### config.mk
export PLATFORM = sky130hd
export DESIGN_NAME = ls_unit
export DESIGN_NICKNAME = d
export VERILOG_FILES = /design/src/rtl/ls_unit_pkg.sv /design/src/rtl/ls_extend.sv /design/src/rtl/ls_unit.sv
export SDC_FILE = /design/constraint.sdc
export NUM_CORES = 1
export LEC_CHECK = 0
export BUFFER_PORTS_ARGS = -buffer_cell sky130_fd_sc_hd__buf_4
export CORE_MARGIN = 5
export CORE_UTILIZATION = 49
export CTS_BUF_LIST = sky130_fd_sc_hd__clkbuf_2 sky130_fd_sc_hd__clkbuf_4 sky130_fd_sc_hd__clkbuf_8
export DETAILED_ROUTE_END_ITERATION = 12
export PLACE_DENSITY = 0.84
export SLEW_MARGIN = 10
export SYNTH_ARGS = -nofsm -noshare
export SYNTH_HDL_FRONTEND = slang
export SYNTH_SLANG_ARGS = --single-unit
### constraint.sdc
create_clock -name clk -period 2.96 [get_ports clk]
set_clock_uncertainty 0.1 [all_clocks]
set_input_delay 0.148 -clock clk [delete_from_list [all_inputs] [get_ports clk]]
set_output_delay 0.148 -clock clk [all_outputs]
set_load 0.01 [all_outputs]
### src/rtl/ls_unit_pkg.sv
// rtl/ls_unit_pkg.sv - shared widths, LS op codes and op helpers for the load/store unit
package ls_unit_pkg;

    localparam int DataWidth = 32;
    localparam int ImmWidth  = 32;

    typedef logic [5:0] op_id_t;
    typedef logic [3:0] rob_id_t;

    localparam op_id_t OP_LB  = 6'd1;
    localparam op_id_t OP_LH  = 6'd2;
    localparam op_id_t OP_LW  = 6'd3;
    localparam op_id_t OP_LBU = 6'd4;
    localparam op_id_t OP_LHU = 6'd5;
    localparam op_id_t OP_SB  = 6'd6;
    localparam op_id_t OP_SH  = 6'd7;
    localparam op_id_t OP_SW  = 6'd8;

    function automatic logic op_is_store(input op_id_t op);
        return (op == OP_SB) || (op == OP_SH) || (op == OP_SW);
    endfunction

endpackage

### src/rtl/ls_extend.sv
// rtl/ls_extend.sv - load-data extension and store-data masking/length per LS op
module ls_extend
    import ls_unit_pkg::*;
(
    input  logic [5:0]  op,
    input  logic [31:0] rdata,
    input  logic [31:0] rs2,
    output logic [31:0] load_value,
    output logic [31:0] store_data,
    output logic [1:0]  len
);

    always_comb begin
        load_value = rdata;
        store_data = rs2;
        len        = 2'd0;
        case (op)
            OP_LB:  load_value = {{24{rdata[7]}}, rdata[7:0]};
            OP_LH:  begin
                load_value = {{16{rdata[15]}}, rdata[15:0]};
                len        = 2'd1;
            end
            OP_LW:  len = 2'd3;
            OP_LBU: load_value = {24'b0, rdata[7:0]};
            OP_LHU: begin
                load_value = {16'b0, rdata[15:0]};
                len        = 2'd1;
            end
            OP_SB:  store_data = {24'b0, rs2[7:0]};
            OP_SH:  begin
                store_data = {16'b0, rs2[15:0]};
                len        = 2'd1;
            end
            OP_SW:  len = 2'd3;
            default: begin
                load_value = rdata;
                store_data = rs2;
                len        = 2'd0;
            end
        endcase
    end

endmodule

### src/rtl/ls_unit.sv
// rtl/ls_unit.sv - single-entry load/store unit between the LSB, ROB and memory controller
module ls_unit
    import ls_unit_pkg::*;
(
    input  logic        clk,
    input  logic        rst,
    input  logic        rdy,
    input  logic        LSB_valid,
    input  logic [5:0]  LSB_OP_ID,
    input  logic [31:0] LSB_inst_pc,
    input  logic [31:0] LSB_reg_rs1,
    input  logic [31:0] LSB_reg_rs2,
    input  logic [31:0] LSB_imm,
    input  logic [3:0]  LSB_ROB_id,
    output logic        LSB_ready,
    output logic        MC_req_valid,
    output logic        MC_req_wr,
    output logic [31:0] MC_req_addr,
    output logic [1:0]  MC_req_len,
    output logic [31:0] MC_req_data,
    input  logic        MC_done,
    input  logic [31:0] MC_rdata,
    output logic        ROB_output_valid,
    output logic [3:0]  ROB_output_id,
    output logic [31:0] ROB_output_value,
    input  logic        ROB_commit_store,
    input  logic [3:0]  ROB_commit_id,
    input  logic        ROB_roll_back_flag
);

    typedef enum logic [1:0] {
        S_IDLE        = 2'd0,
        S_WAIT_COMMIT = 2'd1,
        S_MEM         = 2'd2,
        S_DRAIN       = 2'd3
    } state_t;

    state_t      state, state_next;
    op_id_t      op_q;
    rob_id_t     id_q;
    logic [31:0] rs2_q;
    logic [31:0] addr_q;
    logic [31:0] load_value;
    logic        accept;
    logic        store_q;
    logic        unused_pc;

    // The pc is carried for interface symmetry with the LSB; nothing here consumes it.
    assign unused_pc = ^LSB_inst_pc;

    assign accept  = LSB_valid & LSB_ready;
    assign store_q = op_is_store(op_q);

    ls_extend u_ext (
        .op         (op_q),
        .rdata      (MC_rdata),
        .rs2        (rs2_q),
        .load_value (load_value),
        .store_data (MC_req_data),
        .len        (MC_req_len)
    );

    always_ff @(posedge clk) begin
        if (rst) begin
            state <= S_IDLE;
        end else if (rdy) begin
            state <= state_next;
        end
    end

    always_comb begin
        state_next = state;
        case (state)
            S_IDLE: begin
                if (accept) begin
                    state_next = op_is_store(LSB_OP_ID) ? S_WAIT_COMMIT : S_MEM;
                end
            end
            S_WAIT_COMMIT: begin
                if (ROB_roll_back_flag) begin
                    state_next = S_IDLE;
                end else if (ROB_commit_store && (ROB_commit_id == id_q)) begin
                    state_next = S_MEM;
                end
            end
            S_MEM: begin
                if (MC_done) begin
                    state_next = S_IDLE;
                end else if (ROB_roll_back_flag) begin
                    state_next = S_DRAIN;
                end
            end
            S_DRAIN: begin
                if (MC_done) begin
                    state_next = S_IDLE;
                end
            end
            default: state_next = S_IDLE;
        endcase
    end

    always_comb begin
        LSB_ready    = (state == S_IDLE) && !ROB_roll_back_flag;
        MC_req_valid = (state == S_MEM) || (state == S_DRAIN);
        MC_req_wr    = MC_req_valid && store_q;
    end

    assign MC_req_addr = addr_q;

    // Stores broadcast immediately so the ROB can commit them; loads broadcast on data return.
    always_ff @(posedge clk) begin
        if (rst) begin
            op_q             <= '0;
            id_q             <= '0;
            rs2_q            <= '0;
            addr_q           <= '0;
            ROB_output_valid <= 1'b0;
            ROB_output_id    <= '0;
            ROB_output_value <= '0;
        end else if (rdy) begin
            ROB_output_valid <= 1'b0;
            if (accept) begin
                op_q   <= LSB_OP_ID;
                id_q   <= LSB_ROB_id;
                rs2_q  <= LSB_reg_rs2;
                addr_q <= LSB_reg_rs1 + LSB_imm;
                if (op_is_store(LSB_OP_ID)) begin
                    ROB_output_valid <= 1'b1;
                    ROB_output_id    <= LSB_ROB_id;
                    ROB_output_value <= '0;
                end
            end
            if ((state == S_MEM) && MC_done && !ROB_roll_back_flag && !store_q) begin
                ROB_output_valid <= 1'b1;
                ROB_output_id    <= id_q;
                ROB_output_value <= load_value;
            end
        end
    end

endmodule

==> run_summary.xml, run 1 <==
<?xml version="1.0" encoding="UTF-8"?>
<metrics>
  <group name="outcome">
    <metric name="status" unit="">complete, no violations</metric>
  </group>
  <group name="final_layout">
    <metric name="final_core_area_utilization" unit="">0.7434</metric>
    <metric name="antenna_cells_inserted" unit="">0</metric>
    <metric name="fin_area" unit="sq um">9458</metric>
    <metric name="final_net_count" unit="">1358</metric>
    <metric name="drive_above_1_share" unit="">0.2690</metric>
    <metric name="area_growth" unit="%">48.04</metric>
    <metric name="n_fill_cell" unit="">959</metric>
  </group>
  <group name="routing">
    <metric name="vias" unit="">7380</metric>
    <metric name="post_drt_wl_per_cell" unit="um">17.31</metric>
    <metric name="routed_wire_length" unit="mm">22.99</metric>
    <metric name="drcViolationCount" unit="">0</metric>
    <metric name="drtIter0Drc" unit="">526</metric>
    <metric name="viasPerCell" unit="">5.557</metric>
    <metric name="first_pass_iters" unit="">6</metric>
    <metric name="drt.antenna.violating_nets" unit="">0</metric>
  </group>
  <group name="logic_synthesis">
    <metric name="postSynth.topFlopCell" unit="">dfxtp_1</metric>
    <metric name="yosys.area.top_type_share" unit="">0.3541</metric>
    <metric name="synth.top_cells.by_area" unit="">dfxtp_1 35%, nand2_1 9.2%, a21oi_1 8.8%, ha_1 6.1%, nor2_1 5.3%</metric>
    <metric name="synth.largest_area_cell" unit="">dfxtp_1</metric>
    <metric name="synth-seq-cells" unit="">113</metric>
    <metric name="yosys-top-cells-count" unit="">157 x nand2_1, 113 x dfxtp_1, 112 x a21oi_1</metric>
    <metric name="syn-mean-instance-area" unit="sq um">7.596</metric>
    <metric name="synth_nets" unit="">1054</metric>
    <metric name="synth.cell_area" unit="sq um">6389</metric>
    <metric name="yosys.cell_count.top_type" unit="">nand2_1</metric>
    <metric name="asyncSetResetFlopFracSynth" unit="">0</metric>
    <metric name="yosys.cell_types.count" unit="">62</metric>
    <metric name="synth-warning-count" unit="">0</metric>
    <metric name="yosysSeqAreaShare" unit="">0.3541</metric>
    <metric name="synth-edff-count" unit="">0</metric>
    <metric name="number_of_standard_cells_after_synthesis" unit="">841</metric>
  </group>
  <group name="cts">
    <metric name="tritoncts_num_sinks" unit="">113</metric>
    <metric name="postCtsSetupRepairBufs" unit="">0</metric>
    <metric name="cts.root.buffer_cell" unit="">clkbuf_8</metric>
    <metric name="ctsResizeCount" unit="">0</metric>
    <metric name="worst_setup_hold_path_clk_slew" unit="ns">0.07</metric>
    <metric name="htree_levels" unit="">4</metric>
    <metric name="insertion_delay" unit="ns">0.43</metric>
    <metric name="clk_path_buf_depth" unit="">2</metric>
    <metric name="holdBufCountCts" unit="">72</metric>
    <metric name="clock_tree_from_tritoncts" unit="">done</metric>
    <metric name="clock_buffer_count_from_cts" unit="">17</metric>
  </group>
  <group name="global_route">
    <metric name="grt_start_max_net_pins" unit="">62</metric>
    <metric name="overflow_left_after_global_routing" unit="">0</metric>
    <metric name="grt_busiest_layer" unit="">met2</metric>
    <metric name="grt_use_met1" unit="">0.3214</metric>
    <metric name="met3_usage" unit="">0.07493</metric>
    <metric name="grt_pass1_vias" unit="">7098</metric>
    <metric name="grt_usage" unit="">0.2873</metric>
    <metric name="global_route_wire_length_before_repair" unit="mm">34.90</metric>
    <metric name="number_of_antenna_violations_at_the_first_check_in_global_routing" unit="">0</metric>
    <metric name="met2_usage" unit="">0.5132</metric>
  </group>
  <group name="timing">
    <metric name="final-max-slew-violation-count" unit="">0</metric>
    <metric name="min_period_over_period" unit="">0.8948</metric>
    <metric name="layout_min_cycle_time" unit="ns">2.649</metric>
    <metric name="hold_viol" unit="">0</metric>
    <metric name="setup_viol" unit="">0</metric>
    <metric name="rsz0062_at_grt" unit="">false</metric>
    <metric name="slew_headroom" unit="">0.4499</metric>
    <metric name="final.setup.tns" unit="ns">0</metric>
    <metric name="tightestPinTransition" unit="ns">0.8166</metric>
    <metric name="max_freq" unit="GHz">0.3776</metric>
  </group>
  <group name="run">
    <metric name="max_cap_viol_count" unit="">0</metric>
  </group>
  <group name="worst_setup_path">
    <metric name="worstReg2RegEnd" unit="">ROB_output_id[3]</metric>
    <metric name="critical_path.startpoint" unit="">op_q[1]</metric>
    <metric name="critPathBufInv" unit="">0</metric>
    <metric name="worstPathRequired" unit="ns">3.19</metric>
    <metric name="critical-path-slowest-cell" unit="">or4b_1</metric>
    <metric name="timing.setup.critical_path_class" unit="">reg -&gt; reg</metric>
    <metric name="path_max_fanout" unit="">11</metric>
    <metric name="endpoint_kind" unit="">flop</metric>
    <metric name="biggest_cell_delay_along_the_critical_path" unit="ns">0.56</metric>
    <metric name="timing.reg2reg.worst_path_depth" unit="">6</metric>
    <metric name="r2r_setup_slk" unit="ns">0.31</metric>
    <metric name="worst_ep_arrival_time" unit="ns">2.88</metric>
    <metric name="worstPathCellList" unit="">or4b_1 -&gt; a211oi_1 -&gt; or4b_1 -&gt; or2_1 -&gt; o21ai_4 -&gt; a211oi_1</metric>
    <metric name="critPathTopFamily" unit="">simple AND/OR/NAND/NOR gates</metric>
    <metric name="r2r_start" unit="">op_q[1]</metric>
    <metric name="cp-start-kind" unit="">flop</metric>
  </group>
  <group name="placed_design">
    <metric name="place.detailed.hpwl" unit="mm">15.21</metric>
    <metric name="buffer_ports.inserted" unit="">254</metric>
    <metric name="cell_area_after_placement" unit="sq um">8374</metric>
    <metric name="globalplace.congestion" unit="">0.9139</metric>
  </group>
  <group name="pwr">
    <metric name="cellLeakagePower" unit="nW">4.242</metric>
    <metric name="powerDensity" unit="nW/um^2">421.5</metric>
    <metric name="vdd_ir_drop_max" unit="V">0.0002550</metric>
  </group>
  <group name="die">
    <metric name="initial_core_utilization" unit="">0.5022</metric>
    <metric name="core_area" unit="sq um">12720</metric>
    <metric name="die_area" unit="sq um">15420</metric>
    <metric name="floorplan.rows" unit="">41</metric>
    <metric name="die_height" unit="um">124.2</metric>
    <metric name="die_w" unit="um">124.2</metric>
    <metric name="io-pin-count" unit="">287</metric>
  </group>
  <group name="hold_path">
    <metric name="worst_hold_path_type" unit="">in -&gt; reg</metric>
    <metric name="holdPathStages" unit="">4</metric>
    <metric name="min_from" unit="">LSB_imm[0]</metric>
    <metric name="whs_endpoint" unit="">MC_req_addr[0]</metric>
  </group>
</metrics>
-- cells by family after synthesis --
group           share of synthesized area
simple gates                       0.2454
compound gates                     0.2468
flops                              0.3541
buf+inv                           0.04896
fa+ha+maj                         0.06385
xor+xnor                          0.03153
mux                              0.009401
-- worst max-delay path by stage --
| stage | end | slack, ns | cells after the start |
|---|---|---|---|
| after floorplan | MC_req_addr[20] | 0.48 | 9 |
| after global placement | MC_req_addr[20] | 0.18 | 10 |
| after detailed placement | MC_req_addr[20] | 0.15 | 10 |
| after CTS | ROB_output_id[1] | 0.41 | 6 |
| after global routing | ROB_output_id[3] | 0.14 | 6 |
| final | ROB_output_id[3] | 0.31 | 6 |
-- flip-flops by register name, indices dropped and copies added (netlist names) --
signal and flops:
state 2, ROB_output_value 32, rs2_q 32, op_q 6, ROB_output_id 4, id_q 4
MC_req_addr 32, ROB_output_valid 1
-- worst register-to-register path, cell delays in order, from the launching register on --
cell	delay [ns]
dfxtp_1	0.40
or4b_1	0.56
a211oi_1	0.30
or4b_1	0.33
or2_1	0.39
o21ai_4	0.17
a211oi_1	0.30
-- report_power, final --
group	switching (mW)	internal, mW
clock	0.607	0.752
sequential	0.0386	1.57
combinational	0.518	0.497
total	1.16	2.82
-- stage by stage --
| step | hold WS (ns) | worst slack (ns) | power, mW | instances |
|---|---|---|---|---|
| floorplan | 0.1840 | 0.4790 | 2.179 | 841 |
| global placement | 0.2956 | 0.1786 | 2.538 | 1226 |
| detailed placement | 0.3052 | 0.1505 | 2.549 | 1226 |
| CTS | 0.001263 | 0.4070 | 3.965 | 1328 |
| global route | 0.06677 | 0.1353 | 4.174 | 1328 |
| finish | 0.03839 | 0.3115 | 3.986 | 1328 |
-- cells in the final DEF, fill, tap and decap left out, types with 4 or more instances in the layout --
master	count
o22ai_1	4
a211oi_1	17
o211ai_1	4
ha_1	31
xor2_1	10
nand2b_1	5
or3_1	7
o21ai_0	36
clkinv_2	4
a2111oi_0	4
dlygate4sd3_1	72
nand3_1	13
clkbuf_4	4
mux2i_1	6
buf_4	267
o21bai_1	6
nand2_1	157
a21oi_1	112
a22oi_1	11
dfxtp_1	113
a31oi_1	6
a2bb2oi_1	16
nor2b_1	27
a21o_1	11
nor3_1	10
clkbuf_8	20
nand4_1	6
inv_1	14
and3_1	6
xnor2_1	13
nor2_1	91
nor4_1	4
-- routing by layer --
layer  vias up  part of all wire
met4         0             0.029
met5         -                 0
met3        60             0.086
li1       3556                 -
met1      3403              0.38
met2       361              0.51
-- layout make-up --
| type | count | area [sq um] | share of cell area |
|---|---|---|---|
| Clock inverter | 6 | 57.56 | 0.006085 |
| Clock buffer | 24 | 305.3 | 0.03228 |
| Timing Repair Buffer | 340 | 2745 | 0.2902 |
| Tap cell | 172 | 215.2 | 0.02275 |
| Multi-Input combinational cell | 659 | 3820 | 0.4039 |
| Sequential cell | 113 | 2262 | 0.2392 |
| Inverter | 14 | 52.55 | 0.005556 |
Power figures use the tool's default switching activity.
==> run 2: changes to the inputs <==
--- a/config.mk
+++ b/config.mk
@@ -5,12 +5,12 @@
 export SDC_FILE = /design/constraint.sdc
 export NUM_CORES = 1
 export LEC_CHECK = 0
-export BUFFER_PORTS_ARGS = -buffer_cell sky130_fd_sc_hd__buf_4
 export CORE_MARGIN = 5
-export CORE_UTILIZATION = 49
+export CORE_UTILIZATION = 55
 export CTS_BUF_LIST = sky130_fd_sc_hd__clkbuf_2 sky130_fd_sc_hd__clkbuf_4 sky130_fd_sc_hd__clkbuf_8
 export DETAILED_ROUTE_END_ITERATION = 12
-export PLACE_DENSITY = 0.84
+export DONT_BUFFER_PORTS = 1
+export PLACE_DENSITY = 0.71
 export SLEW_MARGIN = 10
 export SYNTH_ARGS = -nofsm -noshare
 export SYNTH_HDL_FRONTEND = slang
==> run_summary.xml, run 2 (synthesis gave the netlist of run 1 again) <==
<?xml version="1.0" encoding="UTF-8"?>
<metrics>
  <group name="final_layout">
    <metric name="final_common_cell" unit="">nand2_1</metric>
    <metric name="final_core_area_utilization" unit="">0.6797</metric>
    <metric name="final_cell_mix" unit="">157 x nand2_1, 113 x dfxtp_1, 112 x a21oi_1</metric>
    <metric name="drive_above_1_share" unit="">0.06725</metric>
    <metric name="final_net_count" unit="">1122</metric>
    <metric name="n_fill_cell" unit="">965</metric>
    <metric name="area_growth" unit="%">21.48</metric>
  </group>
  <group name="cts">
    <metric name="worst_setup_hold_path_clk_slew" unit="ns">0.07</metric>
    <metric name="htree_levels" unit="">4</metric>
    <metric name="cts.root.buffer_cell" unit="">clkbuf_8</metric>
    <metric name="clock_buffer_count_from_cts" unit="">17</metric>
    <metric name="clk_path_buf_depth" unit="">2</metric>
    <metric name="clock_tree_from_tritoncts" unit="">done</metric>
    <metric name="postCtsSetupRepairBufs" unit="">0</metric>
    <metric name="insertion_delay" unit="ns">0.42</metric>
    <metric name="tritoncts_num_sinks" unit="">113</metric>
  </group>
  <group name="routing">
    <metric name="post_drt_wl_per_cell" unit="um">19.19</metric>
    <metric name="drcViolationCount" unit="">0</metric>
    <metric name="drt.antenna.violating_nets" unit="">0</metric>
    <metric name="viasPerCell" unit="">6.078</metric>
    <metric name="vias" unit="">6479</metric>
    <metric name="first_pass_iters" unit="">6</metric>
    <metric name="routed_wire_length" unit="mm">20.46</metric>
    <metric name="drtIter0Drc" unit="">452</metric>
  </group>
  <group name="worst_setup_path">
    <metric name="timing.setup.critical_path_class" unit="">in -&gt; reg</metric>
    <metric name="critical-path-slowest-cell" unit="">dlygate4sd3_1</metric>
    <metric name="cp-start-kind" unit="">input port</metric>
    <metric name="worst_ep_arrival_time" unit="ns">3.09</metric>
    <metric name="endpoint_kind" unit="">flop</metric>
    <metric name="biggest_cell_delay_along_the_critical_path" unit="ns">0.55</metric>
    <metric name="path_max_fanout" unit="">4</metric>
    <metric name="worstPathRequired" unit="ns">3.17</metric>
    <metric name="worstPathCellList" unit="">dlygate4sd3_1 -&gt; ha_1 -&gt; fa_1 -&gt; a21oi_1 -&gt; o221ai_2 -&gt; a211oi_4 -&gt; o41ai_2 -&gt; a211oi_1 -&gt; o21ai_0 -&gt; a221o_1</metric>
  </group>
  <group name="timing">
    <metric name="final-max-slew-violation-count" unit="">0</metric>
    <metric name="final.setup.tns" unit="ns">0</metric>
    <metric name="setup_viol" unit="">0</metric>
    <metric name="tightestPinTransition" unit="ns">0.7141</metric>
    <metric name="rsz0062_at_grt" unit="">false</metric>
    <metric name="slew_headroom" unit="">0.5189</metric>
    <metric name="hold_viol" unit="">0</metric>
    <metric name="layout_min_cycle_time" unit="ns">2.877</metric>
    <metric name="max_freq" unit="GHz">0.3476</metric>
    <metric name="min_period_over_period" unit="">0.9718</metric>
  </group>
  <group name="pwr">
    <metric name="vdd_ir_drop_max" unit="V">0.0004681</metric>
    <metric name="cellLeakagePower" unit="nW">3.041</metric>
    <metric name="powerDensity" unit="nW/um^2">508.3</metric>
  </group>
  <group name="run">
    <metric name="max_cap_viol_count" unit="">0</metric>
  </group>
  <group name="die">
    <metric name="core_area" unit="sq um">11420</metric>
    <metric name="io-pin-count" unit="">287</metric>
    <metric name="die_height" unit="um">117.8</metric>
    <metric name="die_area" unit="sq um">13870</metric>
    <metric name="initial_core_utilization" unit="">0.5595</metric>
    <metric name="die_w" unit="um">117.8</metric>
    <metric name="floorplan.rows" unit="">39</metric>
  </group>
  <group name="placed_design">
    <metric name="buffer_ports.inserted" unit="">0</metric>
    <metric name="place.detailed.hpwl" unit="mm">13.92</metric>
    <metric name="globalplace.congestion" unit="">0.8908</metric>
  </group>
  <group name="global_route">
    <metric name="met3_usage" unit="">0.09515</metric>
    <metric name="grt_usage" unit="">0.2859</metric>
    <metric name="grt_use_met1" unit="">0.3183</metric>
    <metric name="grt_start_max_net_pins" unit="">105</metric>
    <metric name="met2_usage" unit="">0.4880</metric>
    <metric name="global_route_wire_length_before_repair" unit="mm">32.89</metric>
    <metric name="overflow_left_after_global_routing" unit="">0</metric>
    <metric name="grt_busiest_layer" unit="">met2</metric>
    <metric name="grt_pass1_vias" unit="">6460</metric>
    <metric name="number_of_antenna_violations_at_the_first_check_in_global_routing" unit="">1</metric>
  </group>
  <group name="hold_path">
    <metric name="worst_hold_path_type" unit="">in -&gt; reg</metric>
  </group>
  <group name="outcome">
    <metric name="status" unit="">complete, no violations</metric>
  </group>
</metrics>
-- run 2: changes by cell type in the layout (fill, tap and decap cells not counted) --
cell | previous run | this run
clkinvlp_4 | 1 | 5
dlygate4sd3_1 | 72 | 87
diode_2 | 0 | 1
bufinv_16 | 1 | 3
a211oi_2 | 1 | 0
a211oi_4 | 0 | 1
buf_12 | 1 | 0
clkbuf_4 | 4 | 0
buf_16 | 0 | 1
buf_4 | 267 | 16
inv_6 | 0 | 3
clkbuf_8 | 20 | 17
clkinv_2 | 4 | 1
clkinv_4 | 0 | 3
-- run 2: per-layer routing --
layer	up-vias	wire length (um)
li1	3086	-
met1	3021	7720
met2	311	10220
met3	61	1747
met4	0	773
met5	-	0
-- run 2: critical path, delay by kind of cell --
kind                     cells  cell delay [ns]
buffers and inverters        1             0.55
AO/OA/AOI/OAI                7             1.73
adder cells (fa/ha/maj)      2             0.65
-- run 2: cell type report --
| cell class | instances | area (sq um) | share of cell area |
|---|---|---|---|
| timing repair buffer | 104 | 1018 | 0.1312 |
| tap | 143 | 178.9 | 0.02305 |
| clock inverter | 15 | 185.2 | 0.02386 |
| clock buffer | 17 | 234.0 | 0.03015 |
| inverter | 14 | 52.55 | 0.006771 |
| multi-input combinational | 659 | 3827 | 0.4931 |
| sequential | 113 | 2262 | 0.2915 |
| antenna | 1 | 2.502 | 0.0003224 |
-- run 2: final timing paths --
check	start	to	slack [ns]	cells past startpoint
min	LSB_reg_rs1[1]	MC_req_addr[2]	0.04	3
min reg2reg	rs2_q[22]	rs2_q[22]	0.35	2
max	LSB_imm[0]	MC_req_addr[24]	0.08	10
max reg2reg	op_q[1]	ROB_output_value[20]	0.39	8
-- run 2: report_power, final --
| group | switching [mW] | leakage (nW) | total, mW | internal [mW] |
|---|---|---|---|---|
| clock network | 0.685 | 0.195 | 1.52 | 0.840 |
| registers | 0.0641 | 0.915 | 1.64 | 1.57 |
| logic | 0.441 | 1.93 | 0.782 | 0.341 |
-- run 2: timing repair --
| item | in CTS | in global routing |
|---|---|---|
| setup endpoints to repair | 0 | 2 |
| resized for setup | 0 | 1 |
| hold buffers | 88 | 0 |
| hold endpoints to repair | 112 | 0 |
-- run 2: metrics by stage --
stage	instance area [sq um]	power, mW	std cells	worst slack (ns)	hold slack [ns]
after CTS	7751	3.957	1065	0.1515	0.00001804
after floorplan	6389	2.179	841	0.4790	0.1840
after global routing	7761	4.144	1066	0.009719	0.02137
after global placement	6434	2.284	945	0.2830	0.1385
after detailed placement	6434	2.300	945	0.2482	0.1337
final	7761	3.945	1066	0.08347	0.03863
